## src/rtl/bullet_pool_pkg.sv

```systemverilog
// Shared constants for the bullet pool: screen/object widths, lane bit indices,
// fire modes and bullet colours.
package bullet_pool_pkg;

    localparam int OBJ_X_POS_BIT_LEN = 10;
    localparam int OBJ_Y_POS_BIT_LEN = 10;
    localparam int H_DISP_LEN        = 10;
    localparam int V_DISP_LEN        = 10;
    localparam int COLOR_RGB_DEPTH   = 12;

    localparam int BULLET_CENTER = 0;
    localparam int BULLET_LEFT   = 1;
    localparam int BULLET_RIGHT  = 2;

    localparam logic [COLOR_RGB_DEPTH-1:0] BULLET_SINGLE_COLOR = 12'hFF0;
    localparam logic [COLOR_RGB_DEPTH-1:0] BULLET_DOUBLE_COLOR = 12'h0FF;

    typedef enum logic [1:0] {
        MODE_SINGLE     = 2'd0,
        MODE_DOUBLE     = 2'd1,
        MODE_TRIPLE     = 2'd2,
        MODE_TRIPLE_ALT = 2'd3
    } mode_e;

    typedef logic [2:0] lane_mask_t;

    // Double mode fires only the two side lanes; both triple encodings fire all three.
    function automatic lane_mask_t mode_to_mask(input mode_e mode);
        case (mode)
            MODE_SINGLE: return 3'b001;
            MODE_DOUBLE: return 3'b110;
            default:     return 3'b111;
        endcase
    endfunction

endpackage

```

## src/rtl/bullet_pool_if.sv

```systemverilog
// Player/control inputs, pixel query and video/status outputs of the bullet pool.
interface bullet_pool_if
    import bullet_pool_pkg::*;
#(
    parameter int BULLET_NUM = 8
);

    localparam int IDX_W = $clog2(BULLET_NUM);
    localparam int CNT_W = $clog2(BULLET_NUM + 1);

    logic [OBJ_X_POS_BIT_LEN-1:0] me_x_pos_i;
    logic [OBJ_Y_POS_BIT_LEN-1:0] me_y_pos_i;
    logic [H_DISP_LEN-1:0]        req_x_addr_i;
    logic [V_DISP_LEN-1:0]        req_y_addr_i;
    logic [1:0]                   mode_i;
    logic                         fire_en_i;
    logic                         move_tick_i;
    logic                         kill_valid_i;
    logic [IDX_W-1:0]             kill_idx_i;
    logic [COLOR_RGB_DEPTH-1:0]   vga_rgb_o;
    logic                         vga_alpha_o;
    logic                         shot_o;
    logic                         drop_o;
    logic [CNT_W-1:0]             active_cnt_o;

    modport master (
        output me_x_pos_i, me_y_pos_i, req_x_addr_i, req_y_addr_i, mode_i,
               fire_en_i, move_tick_i, kill_valid_i, kill_idx_i,
        input  vga_rgb_o, vga_alpha_o, shot_o, drop_o, active_cnt_o
    );

    modport slave (
        input  me_x_pos_i, me_y_pos_i, req_x_addr_i, req_y_addr_i, mode_i,
               fire_en_i, move_tick_i, kill_valid_i, kill_idx_i,
        output vga_rgb_o, vga_alpha_o, shot_o, drop_o, active_cnt_o
    );

endinterface

```

## src/rtl/bullet_pool_slot.sv

```systemverilog
// One bullet slot: position and lane mask, the spawn/kill/move update,
// and the three-lane pixel hit test against the current state.
module bullet_pool_slot
    import bullet_pool_pkg::*;
#(
    parameter int SPEED        = 5,
    parameter int BULLET_W     = 4,
    parameter int BULLET_H     = 8,
    parameter int LANE_SPACING = 12
) (
    input  logic                         clk,
    input  logic                         rst,
    input  logic                         spawn,
    input  logic [OBJ_X_POS_BIT_LEN-1:0] spawn_x,
    input  logic [OBJ_Y_POS_BIT_LEN-1:0] spawn_y,
    input  lane_mask_t                   spawn_mask,
    input  logic                         move,
    input  logic                         kill,
    input  logic [H_DISP_LEN-1:0]        req_x,
    input  logic [V_DISP_LEN-1:0]        req_y,
    output lane_mask_t                   mask,
    output lane_mask_t                   mask_next,
    output logic                         hit_center,
    output logic                         hit_side
);

    localparam logic [OBJ_Y_POS_BIT_LEN-1:0] STEP = OBJ_Y_POS_BIT_LEN'(SPEED);

    logic [OBJ_X_POS_BIT_LEN-1:0] x_q, x_d;
    logic [OBJ_Y_POS_BIT_LEN-1:0] y_q, y_d;
    lane_mask_t                   mask_q, mask_d;

    int   cx, cy, rx, ry;
    logic row_hit;

    function automatic logic in_span(input int pos, input int lo, input int len);
        return (pos >= lo) && (pos < lo + len);
    endfunction

    // Spawn only ever targets a free slot, so it cannot collide with a real kill.
    always_comb begin
        x_d    = x_q;
        y_d    = y_q;
        mask_d = mask_q;
        if (spawn) begin
            x_d    = spawn_x;
            y_d    = spawn_y;
            mask_d = spawn_mask;
        end else if (kill) begin
            mask_d = '0;
        end else if (move && (mask_q != '0)) begin
            if (y_q >= STEP) begin
                y_d = y_q - STEP;
            end else begin
                mask_d = '0;
            end
        end
    end

    always_ff @(posedge clk or posedge rst) begin
        if (rst) begin
            x_q    <= '0;
            y_q    <= '0;
            mask_q <= '0;
        end else begin
            x_q    <= x_d;
            y_q    <= y_d;
            mask_q <= mask_d;
        end
    end

    // Signed compare: a left lane left of column 0 must not wrap round to the right edge.
    always_comb begin
        cx         = int'(x_q);
        cy         = int'(y_q);
        rx         = int'(req_x);
        ry         = int'(req_y);
        row_hit    = in_span(ry, cy, BULLET_H);
        hit_center = row_hit && mask_q[BULLET_CENTER] && in_span(rx, cx, BULLET_W);
        hit_side   = row_hit &&
                     ((mask_q[BULLET_LEFT]  && in_span(rx, cx - LANE_SPACING, BULLET_W)) ||
                      (mask_q[BULLET_RIGHT] && in_span(rx, cx + LANE_SPACING, BULLET_W)));
    end

    assign mask      = mask_q;
    assign mask_next = mask_d;

endmodule

```

## src/rtl/bullet_pool.sv

```systemverilog
// Pool of player bullets: periodic shots into the lowest free slot, frame-strobed
// movement, per-slot kills, and a registered per-pixel alpha/colour answer.
module bullet_pool
    import bullet_pool_pkg::*;
#(
    parameter int BULLET_NUM      = 8,
    parameter int SPEED           = 5,
    parameter int SHOOT_PERIOD    = 12,
    parameter int BULLET_W        = 4,
    parameter int BULLET_H        = 8,
    parameter int LANE_SPACING    = 12,
    parameter int X_OFFSET        = 14,
    parameter int Y_OFFSET_SINGLE = 0,
    parameter int Y_OFFSET_MULTI  = 6
) (
    input logic         clk,
    input logic         rst,
    bullet_pool_if.slave bus
);

    localparam int IDX_W = $clog2(BULLET_NUM);
    localparam int CNT_W = $clog2(BULLET_NUM + 1);
    localparam int CTR_W = (SHOOT_PERIOD > 1) ? $clog2(SHOOT_PERIOD) : 1;

    localparam logic [CTR_W-1:0]             CTR_LAST = CTR_W'(SHOOT_PERIOD - 1);
    localparam logic [OBJ_X_POS_BIT_LEN-1:0] X_OFF    = OBJ_X_POS_BIT_LEN'(X_OFFSET);
    localparam logic [OBJ_Y_POS_BIT_LEN-1:0] Y_OFF_S  = OBJ_Y_POS_BIT_LEN'(Y_OFFSET_SINGLE);
    localparam logic [OBJ_Y_POS_BIT_LEN-1:0] Y_OFF_M  = OBJ_Y_POS_BIT_LEN'(Y_OFFSET_MULTI);

    mode_e                        mode;
    logic [CTR_W-1:0]             shoot_cnt_q, shoot_cnt_d;
    logic                         attempt;
    logic                         any_free;
    logic [BULLET_NUM-1:0]        spawn_vec;
    logic [BULLET_NUM-1:0]        kill_vec;
    logic [OBJ_X_POS_BIT_LEN-1:0] spawn_x;
    logic [OBJ_Y_POS_BIT_LEN-1:0] spawn_y;
    lane_mask_t                   spawn_mask;
    lane_mask_t                   slot_mask      [BULLET_NUM];
    lane_mask_t                   slot_mask_next [BULLET_NUM];
    logic [BULLET_NUM-1:0]        hit_center;
    logic [BULLET_NUM-1:0]        hit_side;
    logic [CNT_W-1:0]             cnt_d;
    logic                         alpha_d;

    logic [COLOR_RGB_DEPTH-1:0]   rgb_q;
    logic                         alpha_q;
    logic                         shot_q;
    logic                         drop_q;
    logic [CNT_W-1:0]             cnt_q;

    assign mode = mode_e'(bus.mode_i);

    // A shot attempt is the wrap of the counter; a paused fire_en keeps its phase.
    always_comb begin
        shoot_cnt_d = shoot_cnt_q;
        attempt     = 1'b0;
        if (bus.move_tick_i && bus.fire_en_i) begin
            if (shoot_cnt_q == CTR_LAST) begin
                shoot_cnt_d = '0;
                attempt     = 1'b1;
            end else begin
                shoot_cnt_d = shoot_cnt_q + 1'b1;
            end
        end
    end

    always_comb begin
        any_free  = 1'b0;
        spawn_vec = '0;
        for (int i = 0; i < BULLET_NUM; i++) begin
            if (!any_free && (slot_mask[i] == '0)) begin
                any_free     = 1'b1;
                spawn_vec[i] = attempt;
            end
        end
    end

    always_comb begin
        kill_vec = '0;
        for (int i = 0; i < BULLET_NUM; i++) begin
            kill_vec[i] = bus.kill_valid_i && (bus.kill_idx_i == IDX_W'(i));
        end
    end

    assign spawn_x    = bus.me_x_pos_i + X_OFF;
    assign spawn_y    = bus.me_y_pos_i + ((mode == MODE_SINGLE) ? Y_OFF_S : Y_OFF_M);
    assign spawn_mask = mode_to_mask(mode);

    for (genvar g = 0; g < BULLET_NUM; g++) begin : g_slot
        bullet_pool_slot #(
            .SPEED        (SPEED),
            .BULLET_W     (BULLET_W),
            .BULLET_H     (BULLET_H),
            .LANE_SPACING (LANE_SPACING)
        ) u_slot (
            .clk        (clk),
            .rst        (rst),
            .spawn      (spawn_vec[g]),
            .spawn_x    (spawn_x),
            .spawn_y    (spawn_y),
            .spawn_mask (spawn_mask),
            .move       (bus.move_tick_i),
            .kill       (kill_vec[g]),
            .req_x      (bus.req_x_addr_i),
            .req_y      (bus.req_y_addr_i),
            .mask       (slot_mask[g]),
            .mask_next  (slot_mask_next[g]),
            .hit_center (hit_center[g]),
            .hit_side   (hit_side[g])
        );
    end

    always_comb begin
        cnt_d = '0;
        for (int i = 0; i < BULLET_NUM; i++) begin
            cnt_d = cnt_d + CNT_W'(slot_mask_next[i] != '0);
        end
    end

    assign alpha_d = (|hit_center) || (|hit_side);

    // Colour only changes on a covered pixel so the compositor sees a stable value otherwise.
    always_ff @(posedge clk or posedge rst) begin
        if (rst) begin
            shoot_cnt_q <= '0;
            rgb_q       <= '0;
            alpha_q     <= 1'b0;
            shot_q      <= 1'b0;
            drop_q      <= 1'b0;
            cnt_q       <= '0;
        end else begin
            shoot_cnt_q <= shoot_cnt_d;
            alpha_q     <= alpha_d;
            shot_q      <= attempt && any_free;
            drop_q      <= attempt && !any_free;
            cnt_q       <= cnt_d;
            if (alpha_d) begin
                rgb_q <= (|hit_center) ? BULLET_SINGLE_COLOR : BULLET_DOUBLE_COLOR;
            end
        end
    end

    assign bus.vga_rgb_o    = rgb_q;
    assign bus.vga_alpha_o  = alpha_q;
    assign bus.shot_o       = shot_q;
    assign bus.drop_o       = drop_q;
    assign bus.active_cnt_o = cnt_q;

endmodule

```

## src/flat_wrapper.sv

```systemverilog
// flat-port wrapper written by rule: the top's interface ports become plain ports
module bullet_pool_flat import bullet_pool_pkg::*;
#(
    parameter int BULLET_NUM      = 8,
    parameter int SPEED           = 5,
    parameter int SHOOT_PERIOD    = 12,
    parameter int BULLET_W        = 4,
    parameter int BULLET_H        = 8,
    parameter int LANE_SPACING    = 12,
    parameter int X_OFFSET        = 14,
    parameter int Y_OFFSET_SINGLE = 0,
    parameter int Y_OFFSET_MULTI  = 6
)
  (clk, rst, bus_me_x_pos_i, bus_me_y_pos_i, bus_req_x_addr_i, bus_req_y_addr_i, bus_mode_i, bus_fire_en_i, bus_move_tick_i, bus_kill_valid_i, bus_kill_idx_i, bus_vga_rgb_o, bus_vga_alpha_o, bus_shot_o, bus_drop_o, bus_active_cnt_o);
  bullet_pool_if #(.BULLET_NUM(BULLET_NUM)) bus_i ();
  input logic clk;
  input logic rst;
  input wire logic [$bits(bus_i.me_x_pos_i)-1:0] bus_me_x_pos_i;
  input wire logic [$bits(bus_i.me_y_pos_i)-1:0] bus_me_y_pos_i;
  input wire logic [$bits(bus_i.req_x_addr_i)-1:0] bus_req_x_addr_i;
  input wire logic [$bits(bus_i.req_y_addr_i)-1:0] bus_req_y_addr_i;
  input wire logic [$bits(bus_i.mode_i)-1:0] bus_mode_i;
  input wire logic [$bits(bus_i.fire_en_i)-1:0] bus_fire_en_i;
  input wire logic [$bits(bus_i.move_tick_i)-1:0] bus_move_tick_i;
  input wire logic [$bits(bus_i.kill_valid_i)-1:0] bus_kill_valid_i;
  input wire logic [$bits(bus_i.kill_idx_i)-1:0] bus_kill_idx_i;
  output wire logic [$bits(bus_i.vga_rgb_o)-1:0] bus_vga_rgb_o;
  output wire logic [$bits(bus_i.vga_alpha_o)-1:0] bus_vga_alpha_o;
  output wire logic [$bits(bus_i.shot_o)-1:0] bus_shot_o;
  output wire logic [$bits(bus_i.drop_o)-1:0] bus_drop_o;
  output wire logic [$bits(bus_i.active_cnt_o)-1:0] bus_active_cnt_o;
  assign bus_i.me_x_pos_i = bus_me_x_pos_i;
  assign bus_i.me_y_pos_i = bus_me_y_pos_i;
  assign bus_i.req_x_addr_i = bus_req_x_addr_i;
  assign bus_i.req_y_addr_i = bus_req_y_addr_i;
  assign bus_i.mode_i = bus_mode_i;
  assign bus_i.fire_en_i = bus_fire_en_i;
  assign bus_i.move_tick_i = bus_move_tick_i;
  assign bus_i.kill_valid_i = bus_kill_valid_i;
  assign bus_i.kill_idx_i = bus_kill_idx_i;
  assign bus_vga_rgb_o = bus_i.vga_rgb_o;
  assign bus_vga_alpha_o = bus_i.vga_alpha_o;
  assign bus_shot_o = bus_i.shot_o;
  assign bus_drop_o = bus_i.drop_o;
  assign bus_active_cnt_o = bus_i.active_cnt_o;
  bullet_pool #(.BULLET_NUM(BULLET_NUM), .SPEED(SPEED), .SHOOT_PERIOD(SHOOT_PERIOD), .BULLET_W(BULLET_W), .BULLET_H(BULLET_H), .LANE_SPACING(LANE_SPACING), .X_OFFSET(X_OFFSET), .Y_OFFSET_SINGLE(Y_OFFSET_SINGLE), .Y_OFFSET_MULTI(Y_OFFSET_MULTI)) u_core (.clk(clk), .rst(rst), .bus(bus_i));
endmodule
```

## config.mk

```make
export PLATFORM = sky130hd
export DESIGN_NAME = bullet_pool_flat
export DESIGN_NICKNAME = d
export VERILOG_FILES = /design/src/rtl/bullet_pool_pkg.sv /design/src/rtl/bullet_pool_if.sv /design/src/rtl/bullet_pool_slot.sv /design/src/rtl/bullet_pool.sv /design/src/flat_wrapper.sv
export SDC_FILE = /design/constraint.sdc
export NUM_CORES = 1
export LEC_CHECK = 0
export CAP_MARGIN = 20
export CORE_UTILIZATION = 35
export DETAILED_ROUTE_END_ITERATION = 8
export PLACE_DENSITY = 0.59
export SLEW_MARGIN = 40
export SYNTH_ARGS = -nofsm -noshare
export SYNTH_HDL_FRONTEND = slang
export SYNTH_SLANG_ARGS = --single-unit
```

## constraint.sdc

```tcl
create_clock -name clk -period 18.2 [get_ports clk]
set_input_delay 1.82 -clock clk [delete_from_list [all_inputs] [get_ports clk]]
set_output_delay 1.82 -clock clk [all_outputs]
set_load 0.1 [all_outputs]
```

# Word-level counts from Yosys, hierarchy flattened
# Cells that the tools add are included.
dict set report op_classes {
  addsub 66
  order_cmp 72
  eq_ne 17
  muxes 86
  reduce_logical 167
}
# cell n
set op_table {}
lappend op_table {{$mux W10} 32}
lappend op_table {{$add A10 B4 Y11 const B} 16}
lappend op_table {{$lt A10 B11 Y1} 16}
lappend op_table {{$ge A10 B10 Y1} 16}
lappend op_table {{$mux W3} 33}
lappend op_table {{$logic_and A1 B1 Y1} 98}
lappend op_table {{$add A11 B3 Y12 const B} 8}
lappend op_table {{$add A11 B4 Y12 const B} 8}
lappend op_table {{$lt A10 B12 Y1} 8}
lappend op_table {{$lt A11 B12 Y1} 8}
lappend op_table {{$add A10 B3 Y11 const B} 8}
lappend op_table {{$ge A10 B11 Y1} 8}
lappend op_table {{$ge A11 B11 Y1} 8}
lappend op_table {{$sub A10 B4 Y11 const B} 8}
lappend op_table {{$ge A10 B3 Y1 const B} 8}
lappend op_table {{$sub A10 B3 Y10 const B} 8}
lappend op_table {{$reduce_bool A3 Y1} 16}
lappend op_table {{$reduce_bool A2 Y1} 16}
lappend op_table {{$logic_not A3 Y1} 9}
lappend op_table {{$add A4 B1 Y4} 6}
lappend op_table {{$reduce_and A3 Y1} 8}
lappend op_table {{$mux W1} 18}
lappend op_table {{$ne A2 B2 Y1 const B} 8}
lappend op_table {{$reduce_or A8 Y1} 2}
lappend op_table {{15 further kinds} 34}
dict set report totals {
  regBits 207
  in_bits 50
  output_inout_bits 19
}

# Longest topological paths before layout
dict set report logic_depth {
  depth_word 26
  mapped_depth 19
}

# Modules after synthesis
# From an unflattened synthesis, not the netlist that was laid out.
dict set report hier_totals {
  cells_unflattened 3509
  hier_area_um2 28905.2
}
# module instances cells_per_inst area_per_inst_um2 seq_area_each_um2
set by_module_without_submodules {}
lappend by_module_without_submodules {{bullet_pool_slot (u_core.g_slot[3].u_slot ...)} 4 421 3463.3 575.6}
lappend by_module_without_submodules {{bullet_pool_slot (u_core.g_slot[0].u_slot ...)} 2 416 3404.5 575.6}
lappend by_module_without_submodules {{bullet_pool_slot (u_core.g_slot[7].u_slot)} 1 414 3445.8 575.6}
lappend by_module_without_submodules {{bullet_pool_slot (u_core.g_slot[2].u_slot)} 1 423 3443.3 575.6}
lappend by_module_without_submodules {bullet_pool 1 156 1353.8 350.3}

# Worst setup path before layout
# Ideal clock, no wire load.
dict set report synth_timing {
  kind {input port to flip-flop}
  from {in bus_fire_en_i}
  to {reg u_core.cnt_q[1], in the netlist u_core.bus.active_cnt_o[1]}
  setup_ns 0.064
  arrival_ns 5.331
  required_time_ns 18.136
  setup_slack_ns 12.804
  stages 16
  path_cell_list {nand2_1 or2_0 clkbuf_1 nor4_1 nand3_1 and3_1 nand2_1 nand4_1 fa_1 inv_1 fa_1 inv_1 fa_1 inv_1 fa_1 inv_1}
}
dict set report synth_between {
  elab_chain_cells 12
  elab_cells_between_ends 33
  classes_between {add/sub (7); mux (17); reduce/logical (9)}
}
# element line_no
set synth_lines {}
lappend synth_lines {{start, declared} flat_wrapper.sv:23} ;# input wire logic [$bits(bus_i.fire_en_i)-1:0] bus_fire_en_i;
lappend synth_lines {{$logic_and A1 B1 Y1 *} bullet_pool.sv:58} ;# if (bus.move_tick_i && bus.fire_en_i) begin
lappend synth_lines {{$mux W1 *} bullet_pool.sv:58}
lappend synth_lines {{$mux W1} bullet_pool.sv:72} ;# if (!any_free && (slot_mask[i] == '0)) begin
lappend synth_lines {{$mux W3} bullet_pool_slot.sv:45} ;# if (spawn) begin
lappend synth_lines {{$reduce_bool A3 Y1} bullet_pool.sv:117} ;# cnt_d = cnt_d + CNT_W'(slot_mask_next[i] != '0);
lappend synth_lines {{$add A1 B1 Y2} bullet_pool.sv:117}
lappend synth_lines {{$add A4 B1 Y4 (5 in series)} bullet_pool.sv:117}
lappend synth_lines {{$add A4 B1 Y4 *} bullet_pool.sv:117}
lappend synth_lines {{named net u_core.cnt_d[1]} bullet_pool.sv:43} ;# logic [CNT_W-1:0] cnt_d;
lappend synth_lines {{end signal, assigned} bullet_pool.sv:137} ;# cnt_q <= cnt_d;
lappend synth_lines {{end, declared} bullet_pool.sv:50} ;# logic [CNT_W-1:0] cnt_q;
# The timed path passes the listed nets; every way through them passes the cells marked *.
# A chain may end at the register's enable or synchronous reset.

# Worst setup path after layout
dict set report layout_timing {
  from {in bus_move_tick_i}
  to {reg u_core.cnt_q[1], in the netlist u_core.bus.active_cnt_o[1]}
}
dict set report layout_between {
  elab_chain_cells 12
  elab_cells_between_ends 57
  classes_between {add/sub (7); mux (33); reduce/logical (17)}
}
# element line_no
set layout_lines {}
lappend layout_lines {{start, declared} flat_wrapper.sv:24} ;# input wire logic [$bits(bus_i.move_tick_i)-1:0] bus_move_tick_i;
lappend layout_lines {{$logic_and A1 B1 Y1, on equally long branches} {bullet_pool_slot.sv:51, bullet_pool.sv:58}}
lappend layout_lines {{$mux W3 / $mux W1 (equally long branches)} {bullet_pool_slot.sv:51, bullet_pool.sv:58}}
lappend layout_lines {{$mux W3 / $mux W1 (equally long branches)} {bullet_pool_slot.sv:49, bullet_pool.sv:72}}
lappend layout_lines {{$mux W3} bullet_pool_slot.sv:45}
lappend layout_lines {{$reduce_bool A3 Y1} bullet_pool.sv:117}
lappend layout_lines {{$add A1 B1 Y2} bullet_pool.sv:117}
lappend layout_lines {{$add A4 B1 Y4 (5 in series)} bullet_pool.sv:117}
lappend layout_lines {{$add A4 B1 Y4 *} bullet_pool.sv:117}
lappend layout_lines {{named net u_core.cnt_d[1]} bullet_pool.sv:43}
# Marks and branches as above.

==> results.md <==
- Status: complete, no violations
- Asr flop ratio synth: 100%
- Post-synth top area share: approximately 25%
- Startpoint class of the critical path: input pin
- Via count: about 25000
- P_int: approximately 1.1 mW
- Initial antenna violation count: 5
- PD cells: roughly 74 nW/um^2
- Sequential area share after synthesis: a little under a fifth
- Final hold violations: 0
- DPL Wire Length: ~65 mm
- RSZ-0062 raised after global routing: no
- Final Slew Violations: 0
- Worst R2R Start: u_core.g_slot[1].u_slot.mask[0]
- Cts hold-fix bufs: 0
- Post-route insts no fill: between 4000 and 5000
- Final Skew: 0.0120 ns
- Clock tree buffer depth: 2
- Pin count of the biggest net entering global routing: about 130
- Drc violations: 0
- Slew @ Worst Pin: about 0.90 ns
- Post-CTS sizing: 0
- Tmin final: around 6.3 ns
- TritonCTS clock tree: done
- Synth top cells by count: ha_1, nand2_1, o21ai_0
- Horiz. Die Dim: about 280 microns
- EDFF count, synth: 0
- Synth top area cells: ha_1, dfrtp_1, xnor2_1
- Initial Util: 35.6%
- Main synth FF type: dfrtp_1
- Worst reg2reg setup slack: 13.47 ns
- Clock Power Share: a little under a fifth
- Total track usage: between 20% and 30%
- CTS sink cnt: around 200
- Final setup margin: 11.88 ns
- Initial DRT Pass Iterations: 5
- DP Cell Count: about 4400
- Port-buffer cells: 68
- I/O pin cnt: 69
- DRT iter0 DRCs: about 2000
- RD Place Congestion: a little over 0.9
- Setup TNS: 0 ns
- Wirelength per Cell: a little under 20 microns
- Slew headroom: about two fifths
- Max FO, Critical Path: 35
- Hold Path Stages: 2
- DIE AREA: between 70000 and 80000 sq um
- H-tree depth: 4
- Clock transition at path regs: ~0.08 ns
- Routed Wire Length: around 86 mm
- Setup repair bufs after CTS: 0
- Syn nets: approximately 4000
- Worst hold path type: reg -> reg
- Clk_lat worst skew: around 0.47 ns
- WP data required: approximately 19 ns
- HP Start: u_core.g_slot[5].u_slot.x_q[1]
- GRT Residual Overflow: 0
- Clock tree root buffer cell: clkbuf_16
- Vias in the first global route: around 23000
- CP endpoint kind: flip-flop
- Core area: 76500 sq um
- # Max-Cap Violations: 0
- Util after Layout: around two fifths
- Logic pwr share: roughly 54%
- # diodes: 0
- ANT nets after route: 0
- R2R depth: 15
- Pre-CTS setup slack: between 10 and 15 ns
- LEAKAGE: between 10 and 15 nW
- Sw Ratio: between 40% and 50%
- VDD IR max: around 0.000062 V
- Dominant cell type by area after synthesis: ha_1
- Yosys Warn Count: 0
- Fill count: approximately 7900
- Count leader, synth: ha_1
- Hold path endpoint: u_core.g_slot[5].u_slot.x_q[1]
- Reg2reg end: u_core.bus.active_cnt_o[1]
- CP Class: in -> reg
- Final Cycle Share: roughly a third
- Die Y-Extent: ~280 microns
- # setup viols final: 0
- Yosys reg bits: about 200
- Number of vias per cell: approximately 5.7
- Post-synthesis area per instance: between 7 and 8 sq um
- # rows: ~100
- CTS buffer count: 17
- Psw: 1.04 mW
- Synth-to-Final Area Change: 8.76%
- Area of the multi-input gates: ~21000 sq um
- Cell variety after synth: 97
- Syn Std Cell Area: 27200 sq um
- Worst EP arrival: between 6 and 7 ns
- Share of cells above drive strength 1: between 4 and 5%
- Nets: 4004
- Reg area: roughly 5000 sq um
- First-pass GRT wire length: ~140 mm
- Peak Freq: around 160 MHz
- Sequential power share: roughly 28%
- Cell count after synthesis: 3413
layout by cell type (no fill, tap or decap), types with 17 or more instances in the layout:
master           synthesis  routed
o2111ai_1               19      19
nand2_1                356     356
o21ai_0                296     295
nor4_1                  35      32
or4_1                   24      23
dfrtp_1                198     198
nor2b_1                 36      36
a211oi_1                36      36
a2111oi_0               24      24
xnor2_1                278     274
clkbuf_16                0      17
o221ai_1                27      27
nor2_1                 158     158
nand3_1                106     106
o211ai_1                31      31
a21oi_1                163     163
ha_1                   548     548
nand2b_1                44      44
clkdlybuf4s50_1          0      41
nand4_1                 60      60
inv_1                  246     245
nor3_1                 109     104
buf_2                   10      27
buf_4                    9      39
o21a_1                  37      37
a21o_1                  34      34
xor2_1                  47      42
or3_1                   29      29
a31oi_1                 26      26
and3_1                  34      34
worst max-delay path, cell delays in order:
cell	delay (ns)
clkdlybuf4s50_1	0.81
nand2_1	0.24
or2_0	0.39
nor4_1	0.48
nand3_1	0.13
buf_4	0.27
and3_1	0.22
nand2_1	0.10
nand4_1	0.13
fa_1	0.52
inv_1	0.06
fa_1	0.53
inv_1	0.05
fa_1	0.43
inv_1	0.08
fa_1	0.40
inv_1	0.06
layout make-up:
cell class                 instances  area share [%]
clock buffer                      18            1.45
multi-input combinational       2813            70.6
timing repair buffer             109            2.96
sequential                       198            16.7
clock inverter                    14           0.541
inverter                         262            3.36
tap                             1030            4.35
logic make-up after synthesis:
family / Yosys count / share of synthesized area (%)
AO/OA/AOI/OAI: 859 / 20.2
XOR/XNOR: 325 / 10.5
adder cells (fa/ha/maj): 561 / 25.8
buffers and inverters: 402 / 5.72
flip-flops: 198 / 18.2
multiplexers: 7 / 0.266
AND/OR/NAND/NOR: 1061 / 19.3
power groups by stage:
stage	clock, mW	sequential [mW]	combinational (mW)
3_3_place_gp	0	0.613	1.16
2_1_floorplan	0	0.586	0.885
6_report	0.396	0.608	1.18
3_5_place_dp	0	0.613	1.16
5_1_grt	0.418	0.620	1.32
4_1_cts	0.403	0.605	1.17
layer usage:
metal	global-route usage, %	share of wire (%)	routed length [microns]
met1	31.1	48	41200
met2	35.5	45	39100
met3	2.42	5.0	4270
met4	4.19	1.7	1500
met5	0	0.030	26
worst max-delay path by stage:
stage                                             to  cells after the start            start  slack [ns]
final                     u_core.bus.active_cnt_o[1]                     17  bus_move_tick_i       11.88
after global routing      u_core.bus.active_cnt_o[1]                     17  bus_move_tick_i       11.54
after detailed placement  u_core.bus.active_cnt_o[1]                     17  bus_move_tick_i       11.44
after CTS                 u_core.bus.active_cnt_o[1]                     17  bus_move_tick_i       11.92
after global placement    u_core.bus.active_cnt_o[1]                     17  bus_move_tick_i       11.48
after floorplan           u_core.bus.active_cnt_o[0]                      1              rst       10.98
sequential cells by signal, summed over array words and instances, names as in the netlist:
signal                     flops
u_core.bus.shot_o              1
u_core.g_slot.u_slot.y_q      80
u_core.g_slot.u_slot.mask     24
u_core.bus.vga_alpha_o         1
u_core.g_slot.u_slot.x_q      80
u_core.bus.vga_rgb_o           3
u_core.shoot_cnt_q             4
u_core.bus.active_cnt_o        4
u_core.bus.drop_o              1
through the flow:
| step | total power [mW] | hold WS [ns] | cell area, sq um |
|---|---|---|---|
| floorplan | 1.47 | 0.443 | 27200 |
| global placement | 1.78 | 0.466 | 29000 |
| detailed placement | 1.77 | 0.475 | 29000 |
| CTS | 2.18 | 0.493 | 29600 |
| global route | 2.36 | 0.525 | 29600 |
| finish | 2.18 | 0.492 | 29600 |
(Power assumes the default switching activity.)
